==> src/rtl/ucdp_sfifo_rdburst_pkg.sv <==
// Shared types for the FIFO burst reader: FSM state encoding and its reset value.
package ucdp_sfifo_rdburst_pkg;

  typedef enum logic [1:0] {
    IDLE  = 2'd0,
    BURST = 2'd1,
    FLUSH = 2'd2
  } state_t;

  localparam state_t state_idle_p = IDLE;

endpackage

==> src/rtl/ucdp_rdburst_tmo.sv <==
// Idle timeout counter: counts partial-fill cycles, saturates, and flags when
// the next count would reach the live timeout value. A zero timeout disables it.
module ucdp_rdburst_tmo #(
  parameter int twidth_p = 8
) (
  input  logic                src_clk_i,
  input  logic                src_rst_i,
  input  logic                clr_i,
  input  logic                inc_i,
  input  logic [twidth_p-1:0] tmo_i,
  output logic                hit_o
);

  logic [twidth_p-1:0] tmo_cnt;
  logic [twidth_p:0]   cnt_nxt;

  // One extra bit so the saturated value never aliases onto a small timeout.
  assign cnt_nxt = {1'b0, tmo_cnt} + {{twidth_p{1'b0}}, 1'b1};
  assign hit_o   = (tmo_i != '0) && (cnt_nxt == {1'b0, tmo_i});

  // Saturating counter, cleared on request or while the timeout is disabled.
  always_ff @(posedge src_clk_i) begin
    if (src_rst_i || clr_i || (tmo_i == '0)) begin
      tmo_cnt <= '0;
    end else if (inc_i && (tmo_cnt != '1)) begin
      tmo_cnt <= cnt_nxt[twidth_p-1:0];
    end
  end

endmodule

==> src/rtl/ucdp_sfifo_rdburst.sv <==
// Burst reader for a synchronous FIFO read port. Pops bursts of burst_p words
// once enough are stored, flushes partial fills after a timeout, and presents
// the words on a registered stream with a last-of-burst marker.
//
// Stream handshake: a word transfers on a cycle where out_valid_o and
// out_ready_i are both high; once raised, out_valid_o, out_data_o and
// out_last_o stay stable until that transfer. A transfer and a new pop in the
// same cycle replace the word without a bubble.
module ucdp_sfifo_rdburst
  import ucdp_sfifo_rdburst_pkg::*;
#(
  parameter int dwidth_p = 8,
  parameter int depth_p  = 4,
  parameter int awidth_p = $clog2(depth_p + 1),
  parameter int burst_p  = 4,
  parameter int twidth_p = 8
) (
  input  logic                src_clk_i,
  input  logic                src_rst_i,
  output logic                rd_en_o,
  input  logic [dwidth_p-1:0] rd_data_i,
  input  logic                rd_empty_i,
  input  logic [awidth_p-1:0] rd_data_avail_i,
  input  logic [twidth_p-1:0] tmo_i,
  output logic                out_valid_o,
  output logic [dwidth_p-1:0] out_data_o,
  output logic                out_last_o,
  input  logic                out_ready_i,
  output logic                busy_o,
  output state_t              state_o
);

  localparam logic [awidth_p-1:0] burst_c = awidth_p'(burst_p);
  localparam logic [awidth_p-1:0] one_c   = awidth_p'(1);

  state_t              state;
  logic [awidth_p-1:0] cnt;
  logic                in_idle;
  logic                level_full;
  logic                level_part;
  logic                tmo_hit;
  logic                tmo_flush;
  logic                pop;

  assign in_idle    = (state == IDLE);
  assign level_full = (rd_data_avail_i >= burst_c);
  assign level_part = (rd_data_avail_i != '0) && !level_full;
  assign tmo_flush  = in_idle && level_part && tmo_hit;

  // Reset also blocks the pop so a reset leaves the FIFO contents untouched.
  assign pop     = !in_idle && !rd_empty_i && (!out_valid_o || out_ready_i) && !src_rst_i;
  assign rd_en_o = pop;
  assign busy_o  = !in_idle;
  assign state_o = state;

  ucdp_rdburst_tmo #(
    .twidth_p (twidth_p)
  ) u_tmo (
    .src_clk_i (src_clk_i),
    .src_rst_i (src_rst_i),
    .clr_i     (!in_idle || level_full || tmo_flush || (rd_data_avail_i == '0)),
    .inc_i     (in_idle && level_part),
    .tmo_i     (tmo_i),
    .hit_o     (tmo_hit)
  );

  // Burst FSM: a full level wins over timeout; the pop of the final word ends the burst.
  always_ff @(posedge src_clk_i) begin
    if (src_rst_i) begin
      state <= state_idle_p;
      cnt   <= '0;
    end else begin
      case (state)
        IDLE: begin
          if (level_full) begin
            state <= BURST;
            cnt   <= burst_c;
          end else if (tmo_flush) begin
            state <= FLUSH;
            cnt   <= rd_data_avail_i;
          end
        end
        BURST, FLUSH: begin
          if (pop) begin
            cnt <= cnt - 1'b1;
            if (cnt == one_c) begin
              state <= IDLE;
            end
          end
        end
        default: begin
          state <= IDLE;
          cnt   <= '0;
        end
      endcase
    end
  end

  // Output register: load on pop, drop valid on an accept without a refill.
  always_ff @(posedge src_clk_i) begin
    if (src_rst_i) begin
      out_valid_o <= 1'b0;
      out_data_o  <= '0;
      out_last_o  <= 1'b0;
    end else if (pop) begin
      out_valid_o <= 1'b1;
      out_data_o  <= rd_data_i;
      out_last_o  <= (cnt == one_c);
    end else if (out_valid_o && out_ready_i) begin
      out_valid_o <= 1'b0;
    end
  end

endmodule
==> config.mk <==
export PLATFORM = sky130hd
export DESIGN_NAME = ucdp_sfifo_rdburst
export DESIGN_NICKNAME = d
export VERILOG_FILES = /design/src/rtl/ucdp_sfifo_rdburst_pkg.sv /design/src/rtl/ucdp_rdburst_tmo.sv /design/src/rtl/ucdp_sfifo_rdburst.sv
export SDC_FILE = /design/constraint.sdc
export NUM_CORES = 1
export LEC_CHECK = 0
export CORE_MARGIN = 1.5
export CORE_UTILIZATION = 45
export CTS_BUF_LIST = sky130_fd_sc_hd__clkbuf_4 sky130_fd_sc_hd__clkbuf_8 sky130_fd_sc_hd__clkbuf_16
export CTS_CLUSTER_DIAMETER = 30
export DETAILED_ROUTE_END_ITERATION = 10
export PLACE_DENSITY = 0.75
export SYNTH_ARGS = -nofsm -noshare
export SYNTH_HDL_FRONTEND = slang
export SYNTH_SLANG_ARGS = --single-unit
export TNS_END_PERCENT = 10
==> constraint.sdc <==
create_clock -name src_clk_i -period 2.55 [get_ports src_clk_i]
set_input_delay 0.3825 -clock src_clk_i [delete_from_list [all_inputs] [get_ports src_clk_i]]
set_output_delay 0.3825 -clock src_clk_i [all_outputs]
set_load 0.02 [all_outputs]
==> results by stage, run 1 <==
Power:
- The worst ir drop on vdd is 509 uV.
- The sequential power share is about two fifths.
- The overall power consumption is 1110 uW.
- The combinational power share is 44.8%.
- The power per cell area is 601 nW/um^2.
- In this run the static leakage power is 0.000667 uW.
- In this run switching power makes up 37.2% of total power.
- The clock network power share is 15.9%.
- In this run the power spent charging and discharging nets is 411 uW.
- The cell-internal power is roughly 700 uW.

STA:
- After layout, the minimum clock period comes to 2.42 ns.
- Setup repair after global routing left no endpoint under its margin.
- In the post-route analysis, the smallest setup slack over all paths is ~0.13 ns.
- For this run, the top clock speed supported by timing is 413 MHz.
- The headroom to the max-slew limit is 47.2%.
- The final number of hold-violating endpoints is 0.
- The portion of the clock cycle consumed by the worst path in the final layout is 95.0%.
- Between clock sinks in the finished design, the worst skew comes to 0.00785 ns.
- Setup violations remaining at the end of the flow were counted as 0.
- The count of final max-slew check failures was 0.
- The slew of the pin with the lowest slew margin is 0.783 ns.
- The final hold slack is 0.467 ns.

Yosys:
- Synthesis produced a netlist whose cell count is 172.
- The largest total area in the synthesized netlist belongs to dfxtp_1.
- The post-synthesis cell type count is 40.
- The sequential area share after synthesis is between 30% and 40%.
- The share of Yosys cell area claimed by the top area cell type is 34.1%.
- The number of synthesis warnings is 0.
- The post-synthesis net count is 200.
- Ranked by total cell area, the synthesized netlist is headed by dfxtp_1 (34%), nand2_1 (6.4%), a21oi_1 (5.2%).
- The mean cell area of the mapped netlist is 7.85 um^2.
- The flop and latch count out of synthesis is 23.
- The post-synthesis cell area is 1350 um^2.

Worst setup path:
- The largest stage delay on the critical path is around 0.57 ns.
- The critical path goes through inv_1 -> ha_1 -> or4_4 -> clkinv_1 -> dlygate4sd2_1.
- STA classifies the critical path startpoint as a flop.
- The worst setup path is of the flop to primary output kind.
- Among cell families on the critical path, the largest total delay comes from simple AND/OR/NAND/NOR gates.
- The worst-path cell with the longest stage delay is or4_4.
- In this run the critical register-to-register path is launched from state_o[0].
- Across all register-to-register paths, the minimum setup slack is roughly 0.14 ns.
- The number of cells traversed by the worst register-to-register path is 8.
- STA classifies the critical path endpoint as a primary output.
- The endpoint arrival time on the critical path is 2.04 ns.
- The biggest fanout along the worst timing path is 5.
- The worst path required time is 2.17 ns.
- The endpoint identified for the worst register-to-register timing path is cnt[0].
- Together, buffers and inverters on the worst path number 3.

Drt:
- The detailed router placed 1402 vias in this run.
- The starting DRC count in detailed routing is 59.
- The residual antenna-violating net count after detailed routing is 0.
- The remaining routing DRC violations is 1.
- The detailed-router iteration count before antenna repair is 7.
- The routed design has between 3000 and 4000 um of wire.
- After detailed routing, the average wire length per cell comes to 14.3 um.
- In the routed layout, each cell is associated on average with a via count of 5.70.

Final layout:
- Compared with the post-synthesis result, the final layout area differs by 36.4%.
- The summed area of non-filler cells in the final layout is ~1800 um^2.
- The leading cell type in the layout, fill and taps excluded is clkdlybuf4s50_1.
- Cells with a size suffix above 1 make up under 10% of the layout.
- The diode insertion count for antenna repair is 0.
- The library cells used most frequently in the layout, excluding fill and tap cells, are clkdlybuf4s50_1 (35), nand2_1 (23), dfxtp_1 (23).
- The final layout contains 244 nets.

Place:
- Summing all placed instances gives a cell area of approximately 1800 um^2.
- Detailed placement finished with a half-perimeter wire length of 2850 um.
- OpenSTA, run right after detailed placement, puts the worst setup slack at -0.0611 ns.
- The congestion estimate from routability-driven global placement came to 0.824.
- The port buffer count is 36.

CTS:
- The CTS tree is built.
- Clock tree synthesis selected as its root buffer the cell clkbuf_4.
- The clock net sink count is 23.
- In this run the deepest clock path goes through 2 buffers.
- CTS built an H-tree with a depth of 1.
- Once the clock tree was built, the setup fixing pass inserted 0 buffers.
- The clock-pin slew reported for the worst setup and hold paths after clock tree synthesis is 0.14 ns.
- In this run, CTS created clock tree buffers numbering 3.
- The source-to-sink clock delay at the later pin of the worst-skew pair is roughly 0.32 ns.

Floorplanning:
- The floorplan step defined a die boundary enclosing 3340 um^2.
- The width of the die is 57.8 um.
- The initial core utilization is roughly 48%.
- The boundary pin count is 37.
- The floorplan step set the die height to 57.8 um.
- The site row count is 19.
- The floorplan step defined a core boundary enclosing 2810 um^2.

Global route:
- Entering global routing, the biggest net connects 18 pins.
- Global routing used between 20% and 30% of the available tracks across all layers.
- The global-route wire length before repair is 5920 um.
- The number of global-route vias before repair was 1424.
- The initial antenna violation count was 0.
- Global routing finished with a remaining overflow of 0.

Job:
- Max-cap violations in this run came to 0.

Outcome:
- The final reports fail on design-rule violations.
- The run finished, with violations left.

Min path:
- The capture endpoint of the worst hold path is out_data_o[4].
- The startpoint identified for the worst hold timing path is out_data_o[4].
- The min-delay analysis places its worst path in the category flop to flop.
- The instance count along the most critical hold path is 2.
==> power groups by stage <==
stage	logic (uW)	clock network [uW]	registers (uW)
global placement	463	0	438
global route	544	193	439
CTS	491	181	433
floorplan	270	0	460
detailed placement	487	0	441
finish	496	176	434
==> flip-flops by register name (all words and copies together) (netlist names) <==
name	cells
cnt	3
u_tmo.tmo_cnt	8
out_valid_o	1
out_data_o	8
out_last_o	1
state_o	2
==> what timing repair did <==
action,CTS,global route
hold endpoints to repair,0,0
gates resized for setup,1,3
hold buffers,0,0
endpoints found under the setup margin,1,5
cloned,0,0
==> synth_stat cells <==
master and count:
a2111o_1 1, a211o_1 3, a211oi_1 3, a21oi_1 14, a22o_1 1, a22oi_1 2, a2bb2oi_1 2, a31oi_1 2
a32o_1 1, and2_1 3, and3_1 3, and4_1 1, buf_2 2, clkbuf_1 5, clkinv_1 1, dfxtp_1 23
ha_1 5, inv_1 8, nand2_1 23, nand2b_1 2, nand3_1 3, nand4_1 2, nand4b_1 1, nor2_1 18
nor2b_1 4, nor3_1 1, nor3b_1 2, nor4_1 3, o211ai_1 4, o211ai_2 1, o21ai_0 5, o311ai_0 2
o31a_1 1, o41ai_1 1, or2_0 1, or2_2 2, or3_1 1, or4_1 1, xnor2_1 8, xor2_1 6
==> tightest hold or removal path, stage by stage (launching register included) <==
cell	delay [ns]
dfxtp_1	0.33
nand2_1	0.05
a21oi_1	0.05
==> final cells by class <==
cell class / instances / area (um^2)
timing repair buffer: 46 / 434
sequential: 23 / 460
tap: 31 / 38.8
fill: 249 / 963
clock inverter: 1 / 7.51
multi-input combinational: 133 / 845
inverter: 9 / 33.8
clock buffer: 3 / 22.5
==> through the flow <==
stage / TNS (ns) / util [%] / instances
after floorplan: 0 / - / 172
after CTS: 0 / 65.0 / 246
final: 0 / 65.7 / 246
after detailed placement: -0.429 / 64.0 / 242
after global placement: 0 / 64.0 / 242
after global routing: 0 / 65.7 / 246
==> worst max path at each step <==
| stage | start | end | slack [ns] | depth (start not counted) |
|---|---|---|---|---|
| CTS | state_o[0] | state_o[1] | 0.07 | 8 |
| finish | state_o[0] | rd_en_o | 0.13 | 5 |
| global placement | tmo_i[0] | u_tmo.tmo_cnt[5] | 0.04 | 7 |
| floorplan | state_o[0] | cnt[0] | 0.30 | 7 |
| detailed placement | tmo_i[0] | u_tmo.tmo_cnt[5] | -0.06 | 7 |
| global route | state_o[0] | cnt[0] | 0.01 | 8 |
==> per-layer routing <==
layer	vias to the layer above	GRT usage, %	wire length [um]
li1	694	-	-
met1	658	24.6	1440
met2	44	41.7	1860
met3	6	6.25	159
met4	0	5.98	57
met5	-	0	0
==> cells by family (layout without fill, tap and decap cells) <==
kind of cell             count (synthesis)  count (layout)  synth area share, %
AO/OA/AOI/OAI                           43              43                 22.0
buffers and inverters                   16              59                 4.63
XOR/XNOR                                14              14                 9.08
flip-flops                              23              23                 34.1
adder cells (fa/ha/maj)                  5               5                 4.63
AND/OR/NAND/NOR                         71              71                 25.6
No activity file was read; power rests on OpenSTA's default activity.
==> inputs of run 2 (changes only) <==
--- a/config.mk
+++ b/config.mk
@@ -11,6 +11,8 @@
 export CTS_CLUSTER_DIAMETER = 30
 export DETAILED_ROUTE_END_ITERATION = 10
 export PLACE_DENSITY = 0.75
+export REMOVE_ABC_BUFFERS = 1
+export SETUP_SLACK_MARGIN = 0.15
 export SYNTH_ARGS = -nofsm -noshare
 export SYNTH_HDL_FRONTEND = slang
 export SYNTH_SLANG_ARGS = --single-unit
==> run 2 against run 1 <==
The flow still finishes with violations (design-rule violations). Combinational power shrank 1%. Utilization is 0.22 points higher. Sequential power barely moved. Critical path depth rose by 3. Die area is the same. Sequential share of layout area rose by 0.12 points. Critical path type is now flop to flop. Clock power barely moved.
==> results by stage, run 2 (synthesized netlist as in run 1, its figures left out) <==
CTS:
- The clock-pin slew reported for the worst setup and hold paths after clock tree synthesis is 0.13 ns (about the same).
- The clock root buffer master is clkbuf_4.
- The count of hold buffers inserted by post-cts repair is 0 (unchanged).
- The source-to-sink clock delay at the later pin of the worst-skew pair was 0.31 ns (about the same).
- The number of H-tree branching levels came to 1 (unchanged).
- The number of buffers created by CTS is 3 (unchanged).
- The CTS tree is built.
- The maximum count of clock buffers along a single path is 2 (unchanged).
- The clock net sink count is 23 (unchanged).

Drt:
- The per-cell routed wire length came to 13.4 um (-6.2%).
- The routed wire length on met2 is 1620 um (-13%).
- The detailed-router iteration count before antenna repair is 7 (unchanged).
- The starting DRC count in detailed routing is 78 (+32%).
- The total met3 wirelength after detailed routing is 189 um (+19%).
- The remaining routing DRC violations is 6 (+5).
- The sum of routed wire length over all layers came to 3330 um (-5.5%).
- The via count of the routed design is 1410 (+0.57%).
- The residual antenna-violating net count after detailed routing is 0 (unchanged).
- The routed metal-1 wire length is 1460 um (+1.0%).
- The average vias per placed instance was 5.69 (-0.24%).
- Routed signal wires occupy layers up through met4.

Job:
- The max-capacitance violation count was 0 (unchanged).

Worst setup path:
- The capture point of the critical path is cnt[0].
- Tracing the worst setup path back leads to its startpoint at state_o[1].
- The biggest fanout along the worst timing path is 5 (unchanged).
- The start-to-end type of the worst setup path is flop to flop.
- The largest stage delay on the critical path is 0.56 ns (about the same).
- The signal on the critical path passes through inv_1 -> ha_2 -> or4_4 -> buf_4 -> a211o_1 -> or2_2 -> a2bb2oi_1 -> o211ai_1.
- The end of the worst register-to-register path is cnt[0].
- The worst reg-to-reg setup slack is 0.25 ns (+0.11 ns).
- STA classifies the critical path endpoint as a flop.
- The logic depth of the worst path, buffers included is 8 (+3).
- The endpoint arrival time on the critical path is 2.55 ns (+0.51 ns).
- The worst path required time was 2.80 ns (+0.63 ns).
- The cell class contributing the biggest share of worst-path delay is simple AND/OR/NAND/NOR gates.
- The buffers plus inverters on the worst setup path was 2 (-1).
- For this design, the slowest cell found on the critical path is or4_4.
- The type of origin of the critical path is a flop.
- The number of cells traversed by the worst register-to-register path was 8 (unchanged).
- The worst register-to-register path begins at state_o[1].

Global route:
- The global-route wire length before repair is 5490 um (-7.2%).
- The initial antenna violation count came to 0 (unchanged).
- The number of global-route vias before repair is 1341 (-5.8%).
- The remaining global-route overflow is 0 (unchanged).
- The largest net degree at the start of global routing came to 18 (unchanged).
- The total routing usage reported by global routing was 20.6% (-1.7 points).

Place:
- The port buffer count came to 36 (unchanged).
- The pre-CTS worst setup slack is -0.0329 ns (+0.0282 ns).
- The placer congestion estimate is 0.915 (+11%).
- The cell count after placement is 243 (+0.41%).
- The HPWL after detailed placement is 2650 um (-7.2%).

Power:
- The sequential power share was 39.6% (+0.4 points).
- The clock network power share is 15.8% (about the same).
- The switching component of the power is 396 uW (-3.7%).
- The switching share of power came to 36.1% (-1.0 points).
- The cell-internal power is 700 uW (+0.68%).
- The leakage power of the design is 0.000671 uW (+0.55%).
- The worst ir drop on vdd is 260 uV (-49%).
- The power per cell area came to 593 nW/um^2 (-1.3%).
- The combinational power share is 44.6% (-0.2 points).

Floorplanning:
- The die height is 57.8 um (unchanged).
- The full die area is 3340 um^2 (unchanged).
- The width of the die is 57.8 um (unchanged).
- The area of the core region is 2810 um^2 (unchanged).
- The initial core utilization is 48.1% (unchanged).
- The boundary pin count came to 37 (unchanged).
- The site row count is 19 (unchanged).

Final layout:
- The non-filler instance count after layout is 248 (+0.81%).
- The diode insertion count for antenna repair is 0 (unchanged).
- The area added between synthesis and finish is 36.9%.
- In the layout the commonest cells are clkdlybuf4s50_1 (35), nand2_1 (23), dfxtp_1 (20).
- The fill cell instance count of the final layout is 254 (+2.0%).
- The leading cell type in the layout, fill and taps excluded is clkdlybuf4s50_1.
- The largest registers in the layout are out_data_o x8, u_tmo.tmo_cnt x8, cnt x3.
- The final net count is 246 (+0.82%).
- The area of the multi-input gates is 833 um^2 (-1.3%).
- The total area of sequential cells was 464 um^2 (+0.82%).
- The fraction of final layout cells with drive strength greater than 1 is 11.1% (+2.2 points).

STA:
- The final worst clock skew came to 0.00290 ns (-0.00495 ns).
- The headroom to the max-slew limit is 65.2% (+18 points).
- The portion of the clock cycle consumed by the worst path in the final layout is 90.1% (-5.0 points).
- The final critical-path required period is 2.30 ns (-0.127 ns).
- The final number of hold-violating endpoints is 0 (unchanged).
- The final hold slack is 0.462 ns (-0.00465 ns).
- The count of final max-slew check failures is 0 (unchanged).
- The maximum frequency from static timing analysis is 435 MHz (+5.5%).
- Setup repair after global routing could not meet its margin everywhere.
- The worst setup margin was 0.254 ns (+0.127 ns).
- The count of endpoints failing setup in the final report came to 0 (unchanged).
- The slew of the pin with the lowest slew margin came to 0.516 ns (-0.267 ns).

Min path:
- The min-delay analysis places its worst path in the category flop to flop.

Outcome:
- The final reports fail on design-rule violations.
- The run finished, with violations left.
## run 2: power by group through the flow
stage          clock (uW)  combinational (uW)  sequential (uW)
6_report              173                 489              434
5_1_grt               188                 539              440
4_1_cts               178                 485              431
3_5_place_dp            0                 480              440
3_3_place_gp            0                 467              438
2_1_floorplan           0                 264              460
## run 2: repair_timing
item | CTS | global route
gates resized for setup | 3 | 5
endpoints found under the setup margin | 3 | 11
buffers inserted | 0 | 1
pin swaps | 0 | 5
## run 2: area by class of cell
type	count	area share [%]
Multi-Input combinational cell	133	45.1
Tap cell	31	2.10
Inverter	9	1.83
Clock inverter	1	0.271
Clock buffer	3	1.22
Sequential cell	23	25.1
Timing Repair Buffer	48	24.4
## run 2: worst min path at each step
stage / from / endpoint / slack, ns / cells after the start
6_report: out_data_o[7] / out_data_o[7] / 0.46 / 2
5_1_grt: out_data_o[6] / out_data_o[6] / 0.49 / 2
4_1_cts: out_data_o[7] / out_data_o[7] / 0.47 / 2
3_5_place_dp: out_data_o[7] / out_data_o[7] / 0.45 / 2
3_3_place_gp: out_data_o[3] / out_data_o[3] / 0.44 / 2
2_1_floorplan: src_rst_i / out_data_o[0] / 0.45 / 1
## run 2: routing by layer
metal / up-vias / global-route usage (%)
met2: 46 / 38.1
met1: 662 / 24.1
met5: - / 0
met4: 0 / 7.97
li1: 694 / -
met3: 8 / 2.46
## run 2: worst reg2reg max path, cell delays in order, from the launching register on
cell and delay, ns:
dfxtp_1 0.40, inv_1 0.07, ha_2 0.21, or4_4 0.56, buf_4 0.17, a211o_1 0.32
or2_2 0.31, a2bb2oi_1 0.13, o211ai_1 0.07
## run 2: stage by stage
step	cell area [um^2]	util, %	TNS (ns)	power, uW
final	1850	65.9	0	1100
after global routing	1850	65.9	0	1170
after CTS	1830	65.4	0	1090
after detailed placement	1800	64.3	-0.194	920
after global placement	1800	64.3	0	905
after floorplan	1320	-	0	724
==> inputs of run 3 (changes only) <==
--- a/config.mk
+++ b/config.mk
@@ -5,7 +5,6 @@
 export SDC_FILE = /design/constraint.sdc
 export NUM_CORES = 1
 export LEC_CHECK = 0
-export CORE_MARGIN = 1.5
 export CORE_UTILIZATION = 45
 export CTS_BUF_LIST = sky130_fd_sc_hd__clkbuf_4 sky130_fd_sc_hd__clkbuf_8 sky130_fd_sc_hd__clkbuf_16
 export CTS_CLUSTER_DIAMETER = 30
==> run 3 against run 2 <==
Critical path depth did not move. First-iteration DRC count down 10%. The flow still finishes with violations (design-rule violations). Utilization decreased by 0.31 points. Clock-buffer cell count did not move. Hold slack hardly changed. Final cell count decreased by 1.6%. Clock power is 3% higher. Clock skew is 0.0067 ns higher. Flip-flop and latch count is the same. Global-route usage up 3.0 points.
==> results by stage, run 3 (synthesized netlist as in run 1, its figures left out) <==
Final layout:
- The largest registers in the layout are out_data_o x8, u_tmo.tmo_cnt x8, cnt x3.
- Leaving out fill and tap cells, the most frequent cell in the layout is clkdlybuf4s50_1.
- The diode insertion count for antenna repair came to 0 (unchanged).
- Compared with the post-synthesis result, the final layout area differs by 36.2%.
- The fraction of final layout cells with drive strength greater than 1 came to 10.8% (-0.26 points).
- The summed area of non-filler cells in the final layout came to 1840 um^2 (-0.47%).
- The final design utilization is 65.6% (-0.31 points).
- In the layout the commonest cells are clkdlybuf4s50_1 (35), nand2_1 (23), dfxtp_1 (20).
- The final net count is 242 (-1.6%).

CTS:
- The source-to-sink clock delay at the later pin of the worst-skew pair was 0.33 ns (+0.02 ns).
- The maximum count of clock buffers along a single path is 2 (unchanged).
- The clock root buffer master is clkbuf_4.
- The count of hold buffers inserted by post-cts repair is 0 (unchanged).
- TritonCTS built the clock tree.
- The clock-pin slew reported for the worst setup and hold paths after clock tree synthesis was 0.14 ns (about the same).
- The number of H-tree branching levels is 1 (unchanged).
- The clock net sink count was 23 (unchanged).
- The post-CTS setup buffer count was 0 (unchanged).
- The number of buffers created by CTS is 3 (unchanged).

STA:
- The count of endpoints failing setup in the final report is 0 (unchanged).
- The final worst clock skew came to 0.00961 ns (+0.00671 ns).
- The final critical-path required period is 2.30 ns (+0.00418 ns).
- The final hold slack was 0.462 ns (-0.000122 ns).
- The maximum frequency from static timing analysis is 435 MHz (-0.18%).
- The worst setup margin came to 0.249 ns (-0.00418 ns).
- The slew of the pin with the lowest slew margin is 0.701 ns (+0.185 ns).
- The final number of hold-violating endpoints was 0 (unchanged).
- The portion of the clock cycle consumed by the worst path in the final layout is 90.2% (+0.16 points).
- The count of final max-slew check failures is 0 (unchanged).
- Setup repair after global routing left no endpoint under its margin.
- The headroom to the max-slew limit was 52.8% (-12 points).

Worst setup path:
- The endpoint arrival time on the critical path is 2.56 ns (about the same).
- The worst path required time is 2.81 ns (about the same).
- The start-to-end type of the worst setup path is flop to flop.
- Among all stages on the critical path, the largest delay is contributed by or4_4.
- The biggest fanout along the worst timing path is 5 (unchanged).
- The category of the worst setup path capture point is a flop.
- The launching point of the worst reg2reg path is state_o[0].
- The largest stage delay on the critical path is 0.55 ns (about the same).
- The signal on the critical path passes through inv_1 -> ha_2 -> or4_4 -> buf_4 -> a211o_1 -> or2_2 -> a2bb2oi_1 -> o211ai_1.
- The worst register-to-register path ends at cnt[0].
- STA classifies the critical path startpoint as a flop.
- The worst reg-to-reg setup slack was 0.25 ns (about the same).
- The number of cells traversed by the worst register-to-register path came to 8 (unchanged).

Power:
- The leakage power of the design came to 0.000656 uW (-2.1%).
- The clock network power share is 16.2% (+0.4 points).
- The combinational power share was 44.4% (-0.2 points).
- The switching component of the power is 411 uW (+3.7%).
- The overall power consumption is 1110 uW (+0.92%).
- The cell-internal power was 695 uW (-0.66%).
- The switching share of power is 37.1% (+1.0 points).
- The power per cell area came to 601 nW/um^2 (+1.4%).
- The sequential power share is 39.4% (-0.2 points).
- The worst ir drop on vdd came to 301 uV (+16%).

Global route:
- The initial antenna violation count was 0 (unchanged).
- The remaining global-route overflow is 0 (unchanged).
- The number of global-route vias before repair is 1354 (+0.97%).
- The largest net degree at the start of global routing was 18 (unchanged).
- The global-route wire length before repair is 5850 um (+6.5%).
- The total routing usage reported by global routing is 23.6% (+3.0 points).

Drt:
- The average vias per placed instance is 5.69 (+0.13%).
- The per-cell routed wire length was 14.5 um (+8.4%).
- The detailed-router iteration count before antenna repair came to 7 (unchanged).
- The via count of the routed design came to 1389 (-1.5%).
- The remaining routing DRC violations came to 10 (+4).
- The residual antenna-violating net count after detailed routing came to 0 (unchanged).
- The starting DRC count in detailed routing was 70 (-10%).
- The sum of routed wire length over all layers was 3550 um (+6.6%).

Min path:
- The worst hold path begins at out_data_o[3].
- The capture endpoint of the worst hold path is out_data_o[3].
- The instance count along the most critical hold path is 2 (unchanged).
- The tightest min-delay check is of the flop to flop type.

Job:
- The max-capacitance violation count is 0 (unchanged).

Place:
- The port buffer count is 36 (unchanged).
- The total cell area at the placement stage was 1780 um^2 (-1.2%).
- The pre-CTS worst setup slack was -0.0313 ns (+0.00166 ns).
- The placer congestion estimate is 0.845 (-7.6%).
- The HPWL after detailed placement is 2730 um (+2.9%).

Floorplanning:
- The initial core utilization came to 48.1% (unchanged).
- The site row count is 19 (unchanged).
- The full die area is 3220 um^2 (-3.4%).
- The boundary pin count is 37 (unchanged).
- The die height is 56.8 um (-1.7%).
- The area of the core region is 2810 um^2 (unchanged).
- The width of the die is 56.8 um (-1.7%).

Outcome:
- The final reports fail on design-rule violations.
- The flow ran to the end, but the final reports show violations.
==> run 3: critical path: cells and delay by family (launching register included) <==
| kind | cells | cell delay [ns] |
|---|---|---|
| simple gates | 2 | 0.87 |
| compound gates | 3 | 0.53 |
| flops | 1 | 0.37 |
| buf+inv | 2 | 0.24 |
| fa+ha+maj | 1 | 0.22 |
==> run 3: metrics by stage <==
step	std cells	TNS, ns
floorplan	165	0
global placement	240	0
detailed placement	240	-0.0552
CTS	244	0
global route	244	0
finish	244	0
==> run 3: metal layers <==
layer | global-route usage [%] | vias up | share of wire (%)
li1 | - | 687 | -
met5 | 0 | - | 0
met2 | 41.3 | 50 | 49
met3 | 4.15 | 13 | 6.0
met4 | 15.0 | 0 | 3.5
met1 | 26.2 | 639 | 42
==> run 3: area by class of cell <==
cell class / instances / area (um^2)
Multi-Input combinational cell: 133 / 855
Timing Repair Buffer: 44 / 420
Clock buffer: 3 / 22.5
Tap cell: 31 / 38.8
Clock inverter: 1 / 5.00
Inverter: 9 / 33.8
Fill cell: 270 / 966
Sequential cell: 23 / 464
==> run 3: worst max-delay path by stage <==
stage                     start          endpoint  slack [ns]
2_1_floorplan        state_o[0]            cnt[0]        0.14
3_3_place_gp           tmo_i[0]  u_tmo.tmo_cnt[0]        0.03
3_5_place_dp           tmo_i[0]  u_tmo.tmo_cnt[0]       -0.03
4_1_cts        u_tmo.tmo_cnt[1]  u_tmo.tmo_cnt[5]        0.14
5_1_grt        u_tmo.tmo_cnt[1]            cnt[1]        0.18
6_report             state_o[0]            cnt[0]        0.25
==> run 3: power by group through the flow <==
stage	Sequential (uW)	Clock, uW	Combinational [uW]
2_1_floorplan	460	0	264
3_3_place_gp	437	0	456
3_5_place_dp	440	0	466
4_1_cts	432	182	476
5_1_grt	440	192	532
6_report	436	179	491
==> run 3: timing repair <==
| action | in CTS | in global routing |
|---|---|---|
| gates cloned | 0 | 0 |
| pin swaps | 0 | 1 |
| setup endpoints to repair | 5 | 14 |
| resized for setup | 4 | 7 |
